`config.mk`:
```
export PLATFORM = sky130hd
export DESIGN_NAME = arcade_input_mapper
export DESIGN_NICKNAME = d
export VERILOG_FILES = /design/src/rtl/arcade_input_pkg.sv /design/src/rtl/coin_stretch.sv /design/src/rtl/arcade_input_mapper.sv
export SDC_FILE = /design/constraint.sdc
export NUM_CORES = 1
export LEC_CHECK = 0
export BUFFER_PORTS_ARGS = -buffer_cell sky130_fd_sc_hd__buf_2
export CELL_PAD_IN_SITES_DETAIL_PLACEMENT = 2
export CELL_PAD_IN_SITES_GLOBAL_PLACEMENT = 2
export CORE_ASPECT_RATIO = 0.9
export CORE_MARGIN = 10
export CORE_UTILIZATION = 32
export CTS_CLUSTER_DIAMETER = 30
export DETAILED_ROUTE_END_ITERATION = 10
export PLACE_DENSITY_LB_ADDON = 0.1
export SETUP_SLACK_MARGIN = 0.3
export SLEW_MARGIN = 20
export SYNTH_ARGS = -nofsm -noshare
export SYNTH_HDL_FRONTEND = slang
export SYNTH_SLANG_ARGS = --single-unit
```
`constraint.sdc`:
```
create_clock -name clk_sys -period 2.2 [get_ports clk_sys]
set_input_delay 0.44 -clock clk_sys [delete_from_list [all_inputs] [get_ports clk_sys]]
set_output_delay 0.44 -clock clk_sys [all_outputs]
set_load 0.005 [all_outputs]
```
`src/rtl/arcade_input_pkg.sv`:
```
// Shared types, joystick bit layout and PS/2 keymap for arcade_input_mapper.
// Latency: n/a (constants only). Backpressure: n/a.
package arcade_input_pkg;

    typedef enum logic [3:0] {
        F_UP, F_DOWN, F_LEFT, F_RIGHT,
        F_FIRE0, F_FIRE1, F_FIRE2, F_FIRE3, F_FIRE4, F_FIRE5, F_FIRE6, F_FIRE7,
        F_START, F_COIN
    } func_e;

    // ext_care=0 matches code[7:0] only, so both plain and E0-prefixed arrows hit.
    typedef struct packed {
        logic       ext_care;
        logic [8:0] code;
        logic [1:0] player;
        func_e      func;
    } keymap_entry_t;

    localparam int JOY_W     = 16;
    localparam int JOY_RIGHT = 0;
    localparam int JOY_LEFT  = 1;
    localparam int JOY_DOWN  = 2;
    localparam int JOY_UP    = 3;
    localparam int JOY_FIRE0 = 4;

    localparam int KEYMAP_N = 21;

    localparam keymap_entry_t KEYMAP [KEYMAP_N] = '{
        '{1'b0, 9'h075, 2'd0, F_UP},
        '{1'b0, 9'h072, 2'd0, F_DOWN},
        '{1'b0, 9'h06B, 2'd0, F_LEFT},
        '{1'b0, 9'h074, 2'd0, F_RIGHT},
        '{1'b1, 9'h029, 2'd0, F_FIRE0},
        '{1'b1, 9'h014, 2'd0, F_FIRE0},
        '{1'b1, 9'h011, 2'd0, F_FIRE1},
        '{1'b1, 9'h012, 2'd0, F_FIRE2},
        '{1'b1, 9'h005, 2'd0, F_START},
        '{1'b1, 9'h016, 2'd0, F_START},
        '{1'b1, 9'h02E, 2'd0, F_COIN},
        '{1'b1, 9'h02D, 2'd1, F_UP},
        '{1'b1, 9'h02B, 2'd1, F_DOWN},
        '{1'b1, 9'h023, 2'd1, F_LEFT},
        '{1'b1, 9'h034, 2'd1, F_RIGHT},
        '{1'b1, 9'h01C, 2'd1, F_FIRE0},
        '{1'b1, 9'h015, 2'd1, F_FIRE1},
        '{1'b1, 9'h01D, 2'd1, F_FIRE2},
        '{1'b1, 9'h006, 2'd1, F_START},
        '{1'b1, 9'h01E, 2'd1, F_START},
        '{1'b1, 9'h036, 2'd1, F_COIN}
    };

    // Joystick-layout bit for a function; -1 when the fire button is not built.
    function automatic int func_bit(input func_e f, input int num_fire);
        int fire_idx;
        fire_idx = int'(f) - int'(F_FIRE0);
        case (f)
            F_UP:    func_bit = JOY_UP;
            F_DOWN:  func_bit = JOY_DOWN;
            F_LEFT:  func_bit = JOY_LEFT;
            F_RIGHT: func_bit = JOY_RIGHT;
            F_START: func_bit = JOY_FIRE0 + num_fire;
            F_COIN:  func_bit = JOY_FIRE0 + num_fire + 1;
            default: func_bit = (fire_idx < num_fire) ? JOY_FIRE0 + fire_idx : -1;
        endcase
    endfunction

endpackage

```
`src/rtl/coin_stretch.sv`:
```
// Holds a coin request high for at least COIN_PULSE_CYC cycles after each rising edge.
// Latency: 1 clk raw -> stretched. Backpressure: none; a new edge mid-pulse reloads the timer.
module coin_stretch #(
    parameter int unsigned COIN_PULSE_CYC = 4000000
) (
    input  logic clk_sys,
    input  logic reset_n,
    input  logic raw,
    output logic stretched
);

    if (COIN_PULSE_CYC == 0) begin : g_pass
        always_ff @(posedge clk_sys or negedge reset_n) begin
            if (!reset_n) begin
                stretched <= 1'b0;
            end else begin
                stretched <= raw;
            end
        end
    end else begin : g_cnt
        localparam int CW = $clog2(COIN_PULSE_CYC + 1);
        localparam logic [CW-1:0] LOAD = CW'(COIN_PULSE_CYC);

        logic [CW-1:0] cnt;
        logic          raw_q;

        always_ff @(posedge clk_sys or negedge reset_n) begin
            if (!reset_n) begin
                cnt       <= '0;
                raw_q     <= 1'b0;
                stretched <= 1'b0;
            end else begin
                raw_q     <= raw;
                stretched <= raw | (cnt != '0);
                if (raw && !raw_q) begin
                    cnt <= LOAD;
                end else if (cnt != '0) begin
                    cnt <= cnt - CW'(1);
                end
            end
        end
    end

endmodule

```
`src/rtl/arcade_input_mapper.sv`:
```
// PS/2 keymap + MiSTer joystick merge into registered per-player controls; ARCADE_INPUT_SOCD_EN enables SOCD cleaning.
// Latency: joystick -> outputs 1 clk, key event -> outputs 2 clk, key_hit 1 clk after the event.
// Backpressure: none; every input is sampled each cycle, ps2_key events are edge (toggle) detected.
module arcade_input_mapper
    import arcade_input_pkg::*;
#(
    parameter int          NUM_PLAYERS    = 2,
    parameter int          NUM_FIRE       = 1,
    parameter int unsigned COIN_PULSE_CYC = 4000000
) (
    input  logic                         clk_sys,
    input  logic                         reset_n,
    input  logic [10:0]                  ps2_key,
    input  logic [16*NUM_PLAYERS-1:0]    joystick,
    input  logic                         joy_merge,
    input  logic                         kbd_clear,
    output logic [4*NUM_PLAYERS-1:0]     p_dir,
    output logic [NUM_FIRE*NUM_PLAYERS-1:0] p_fire,
    output logic [NUM_PLAYERS-1:0]       p_start,
    output logic [NUM_PLAYERS-1:0]       p_coin,
    output logic                         key_hit
);

    localparam int PW       = JOY_FIRE0 + NUM_FIRE + 2;
    localparam int START_B  = JOY_FIRE0 + NUM_FIRE;
    localparam int COIN_B   = JOY_FIRE0 + NUM_FIRE + 1;

    logic [NUM_PLAYERS-1:0][PW-1:0] key_q;
    logic [NUM_PLAYERS-1:0][PW-1:0] key_nxt;
    logic [NUM_PLAYERS-1:0][PW-1:0] raw;
    logic [PW-1:0]                  joy_or;
    logic                           toggle_q;
    logic                           primed;
    logic                           evt;
    logic                           hit_nxt;
    logic                           unused_joy;

    logic [KEYMAP_N-1:0]                                ent_match;
    logic [KEYMAP_N-1:0][NUM_PLAYERS-1:0][PW-1:0]       ent_mask;

    assign unused_joy = ^joystick;

    // Per-entry decode: constant one-hot target mask plus a live code comparator.
    for (genvar e = 0; e < KEYMAP_N; e++) begin : g_map
        localparam int PL  = int'(KEYMAP[e].player);
        localparam int BIT = func_bit(KEYMAP[e].func, NUM_FIRE);

        if (KEYMAP[e].ext_care) begin : g_full
            assign ent_match[e] = (ps2_key[8:0] == KEYMAP[e].code);
        end else begin : g_code
            assign ent_match[e] = (ps2_key[7:0] == KEYMAP[e].code[7:0]);
        end

        for (genvar p = 0; p < NUM_PLAYERS; p++) begin : g_pl
            for (genvar b = 0; b < PW; b++) begin : g_bit
                localparam bit SEL = (p == PL) && (b == BIT);
                assign ent_mask[e][p][b] = SEL;
            end
        end
    end

    assign evt = primed && (ps2_key[10] != toggle_q);

    always_comb begin
        key_nxt = key_q;
        hit_nxt = 1'b0;
        for (int e = 0; e < KEYMAP_N; e++) begin
            if (evt && ent_match[e] && (|ent_mask[e])) begin
                hit_nxt = 1'b1;
                key_nxt = ps2_key[9] ? (key_nxt | ent_mask[e]) : (key_nxt & ~ent_mask[e]);
            end
        end
        if (kbd_clear) begin
            key_nxt = '0;
        end
    end

    always_ff @(posedge clk_sys or negedge reset_n) begin
        if (!reset_n) begin
            toggle_q <= 1'b0;
            primed   <= 1'b0;
            key_q    <= '0;
            key_hit  <= 1'b0;
        end else begin
            toggle_q <= ps2_key[10];
            primed   <= 1'b1;
            key_q    <= key_nxt;
            key_hit  <= hit_nxt;
        end
    end

    always_comb begin
        joy_or = '0;
        for (int p = 0; p < NUM_PLAYERS; p++) begin
            joy_or = joy_or | joystick[16*p +: PW];
        end
    end

    always_comb begin
        raw = '0;
        for (int p = 0; p < NUM_PLAYERS; p++) begin
            raw[p] = key_q[p] | (joy_merge ? joy_or : joystick[16*p +: PW]);
`ifdef ARCADE_INPUT_SOCD_EN
            if (raw[p][JOY_UP] && raw[p][JOY_DOWN]) begin
                raw[p][JOY_UP]   = 1'b0;
                raw[p][JOY_DOWN] = 1'b0;
            end
            if (raw[p][JOY_LEFT] && raw[p][JOY_RIGHT]) begin
                raw[p][JOY_LEFT]  = 1'b0;
                raw[p][JOY_RIGHT] = 1'b0;
            end
`endif
        end
    end

    always_ff @(posedge clk_sys or negedge reset_n) begin
        if (!reset_n) begin
            p_dir   <= '0;
            p_fire  <= '0;
            p_start <= '0;
        end else begin
            for (int p = 0; p < NUM_PLAYERS; p++) begin
                p_dir[4*p +: 4] <= {raw[p][JOY_UP], raw[p][JOY_DOWN],
                                    raw[p][JOY_LEFT], raw[p][JOY_RIGHT]};
                p_fire[NUM_FIRE*p +: NUM_FIRE] <= raw[p][JOY_FIRE0 +: NUM_FIRE];
                p_start[p] <= raw[p][START_B];
            end
        end
    end

    for (genvar p = 0; p < NUM_PLAYERS; p++) begin : g_coin
        coin_stretch #(
            .COIN_PULSE_CYC (COIN_PULSE_CYC)
        ) u_coin_stretch (
            .clk_sys   (clk_sys),
            .reset_n   (reset_n),
            .raw       (raw[p][COIN_B]),
            .stretched (p_coin[p])
        );
    end

endmodule

```
==> results.yml <==
power:
  p_leak_nw: 2.327
  vdd_ir_drop_max_mv: 0.4925
  p_total_w: 0.004853
  p_per_area_nw_per_um2: 845.5
place:
  pre_cts_ws_ps: -32.30
  place_congestion: 0.8091
  numPortBuffers: 43
  hpwlAfterDp_um: 8925
grt:
  grt_pass1_wl_um: 21680
  antenna_found_initial: 0
  grt_pass1_vias: 4008
  grt-ovfl-total: 0
  grt.total_usage: 0.1534
  grt_max_degree: 43
synthesis:
  syn_avg_cell_area_um2: 9.864
  yosysSeqAreaShare: 0.4835
  synthFlopType: "dfrtp_1"
  ys_types: 59
  synthCells: 404
  async_reset_ff_frac: 1.000
  syn-num-nets: 453
  ys_ff_latch: 77
  ys.warnings.count: 0
  syn_area_um2: 3985
  synth-edff-count: 0
die:
  die_area_um2: 17320
  initial_utilization: 0.3287
  pin_count: 62
  die_w_um: 137.6
  coreArea_um2: 12120
  rows: 38
  fp.dieH_um: 125.9
cts:
  root_buffer: "clkbuf_16"
  path_clk_slew_ps: 60
  cts_buffers: 9
  cts.path.max_buffers: 2
  worstSkewPairLatency_ps: 330
  h-tree-depth: 3
  cts_tree: "yes"
  cts.sinks: 77
timing:
  finalHoldViolations: 0
  fin_crit_sh: 0.9560
  finClkSkew_ps: 3.613
  finalCriticalPeriod_ps: 2103
  rsz0062_at_grt: "yes"
  timing.final.ws_setup_ps: 96.83
  fmax_mhz: 475.5
  whs_ps: 239.9
  slew_viol_final: 0
  slew_headroom: 0.3997
  setup_viol: 0
  tightest_slew_ps: 897.1
  timing.setup.tns_ps: 0
setup_path:
  crit_path_cell_trace: "inv_2 > ha_4 > or3b_4 > or3_4 > buf_6 > o31ai_4 > xor2_1 > nand2_1"
  end_kind: "flip-flop"
  slowest_stage: "dfrtp_1"
  required_ps: 2420
  worstPathArrival_ps: 2320
  cp-start-kind: "flip-flop"
  max_stage_delay_ps: 400
  criticalPathCategory: "flip-flop to flip-flop"
  crit_fanout: 3
drt:
  wirelength_um: 13610
  dr.pass1.iters: 4
  postRouteAntennaNets: 0
  vias_per_cell: 5.265
  post_drt_wl_per_cell_um: 19.93
  drcViolationCount: 0
  vias: 3596
  first_iter_violations: 97
finish:
  drive_above_1_share: 0.4379
  antenna_cells: 0
  layout.nets: 567
  synthToLayoutAreaGrowth_pct: 44.05
  final_util: 0.4735
  n_fill_cell: 1258
hold_path:
  min_path_type: "input pin to flip-flop"
run_status:
  status: "complete, no violations"
flow_run:
  maxCapViolCount: 0
-- per-stage QoR --
stage	instances	cell area, um2
after floorplan	404	4071
after global placement	625	4667
after detailed placement	625	4669
after CTS	668	5343
after global routing	683	5741
final	683	5741
-- synthesized netlist by cell type (4+ instances only) --
library cell / n / area [um2]
a211o_1: 12 / 105.1
a211oi_1: 5 / 37.54
a21oi_1: 19 / 95.09
clkbuf_1: 11 / 41.29
dfrtp_1: 77 / 1927
inv_1: 9 / 33.78
mux2i_1: 14 / 140.1
nand2_1: 29 / 108.9
nand3_1: 12 / 60.06
nand3b_1: 4 / 30.03
nand4_1: 10 / 62.56
nand4b_1: 4 / 35.03
nor2_1: 44 / 165.2
nor2b_1: 5 / 31.28
nor3_1: 15 / 75.07
nor3_2: 4 / 40.04
nor4_1: 8 / 50.05
o211ai_1: 6 / 45.04
o21ai_0: 12 / 60.06
o31ai_1: 8 / 60.06
or2_2: 5 / 31.28
or3_1: 9 / 56.30
or4_1: 7 / 52.55
xnor2_1: 9 / 78.83
xor2_1: 12 / 105.1
-- worst paths after layout --
| path | endpoint | startpoint | cells after the start | slack (ps) |
|---|---|---|---|---|
| hold / removal | toggle_q$_DFF_PN0_ | ps2_key[10] | 1 | 240 |
| setup / recovery | g_coin[1].u_coin_stretch.g_cnt.cnt[8]$_DFFE_PN0P_ | g_coin[1].u_coin_stretch.g_cnt.cnt[0]$_DFFE_PN0P_ | 8 | 100 |
| min in group asynchronous | p_dir[7]$_DFF_PN0_ | reset_n | 2 | 520 |
| max in group asynchronous | g_coin[0].u_coin_stretch.g_cnt.cnt[17]$_DFFE_PN0P_ | reset_n | 3 | 1100 |
| hold reg to reg | p_dir[2]$_DFF_PN0_ | key_q[2]$_DFFE_PN0P_ | 1 | 480 |
| setup reg to reg | g_coin[1].u_coin_stretch.g_cnt.cnt[8]$_DFFE_PN0P_ | g_coin[1].u_coin_stretch.g_cnt.cnt[0]$_DFFE_PN0P_ | 8 | 100 |
-- layer usage --
layer	GRT usage	wire (um)	up-vias
met1	0.2015	6113	1845
met5	0	0	-
met4	0.02912	104	0
met3	0.03060	394	11
li1	-	-	1707
met2	0.2554	6998	33
-- worst max-delay path, delay by kind of cell (launching register included) --
kind	cells	cell delay, ps
buffers and inverters	2	230
flip-flops	1	400
XOR/XNOR	1	170
AND/OR/NAND/NOR	3	860
AO/OA/AOI/OAI	1	180
adder cells (fa/ha/maj)	1	140
-- layout make-up --
| cell class | instances | area, um2 | area share |
|---|---|---|---|
| well taps | 160 | 200.2 | 0.03487 |
| flip-flops and latches | 77 | 1929 | 0.3361 |
| repair buffers | 120 | 863.3 | 0.1504 |
| inverters | 9 | 33.78 | 0.005885 |
| multi-input cells | 301 | 2420 | 0.4215 |
| clock buffers | 12 | 246.5 | 0.04294 |
| clock inverters | 4 | 47.55 | 0.008282 |
-- registers in the layout (all words and copies together), names as in the netlist --
name                               cells
g_coin.u_coin_stretch.g_cnt.cnt       44
key_q                                 14
p_dir                                  8
g_coin.u_coin_stretch.g_cnt.raw_q      2
g_coin.u_coin_stretch.stretched        2
p_fire                                 2
p_start                                2
key_hit                                1
primed                                 1
toggle_q                               1
-- where the power goes --
| part | switching (W) | total [W] | leakage (nW) | internal [W] |
|---|---|---|---|---|
| Sequential | 0.000187 | 0.00177 | 0.926 | 0.00159 |
| Clock | 0.000573 | 0.00148 | 0.143 | 0.000907 |
| Combinational | 0.000831 | 0.00160 | 1.26 | 0.000768 |
-- layout by cell type (no fill, tap or decap), drive strengths merged, types with 4 or more instances in the layout --
master  netlist  routed
o31ai         8       8
nand3        13      13
nand4b        4       4
nor4         10      10
nor2b         5       5
xor2         12      12
or2           6       6
nand4        10      10
buf           6     119
or4           9       9
mux2i        14      14
o211ai        6       6
xnor2         9       9
nand2        29      29
or3          12      12
clkbuf       11      12
nand3b        4       4
nor2         47      47
inv           9       9
nor3         20      20
a211oi        5       5
dfrtp        77      77
o21ai        13      13
a211o        12      12
a21oi        19      19
-- logic make-up (layout without fill, tap and decap cells) --
group,count (synthesis),after routing,share of synthesized area
AO/OA/AOI/OAI,77,77,0.1300
XOR/XNOR,21,21,0.04615
AND/OR/NAND/NOR,185,185,0.2672
multiplexers,14,14,0.03516
other,1,1,0.0009410
flip-flops,77,77,0.4835
buffers and inverters,26,145,0.02826
adder cells (fa/ha/maj),3,3,0.008790
-- repair_timing --
action	CTS	global route
endpoints found under the setup margin	45	48
setup buffers	26	15
resized for setup	42	60
hold buffers	1	0
hold endpoints to repair	14	0
pin swaps	25	34
Note: power is estimated with default switching activity, not from simulation.
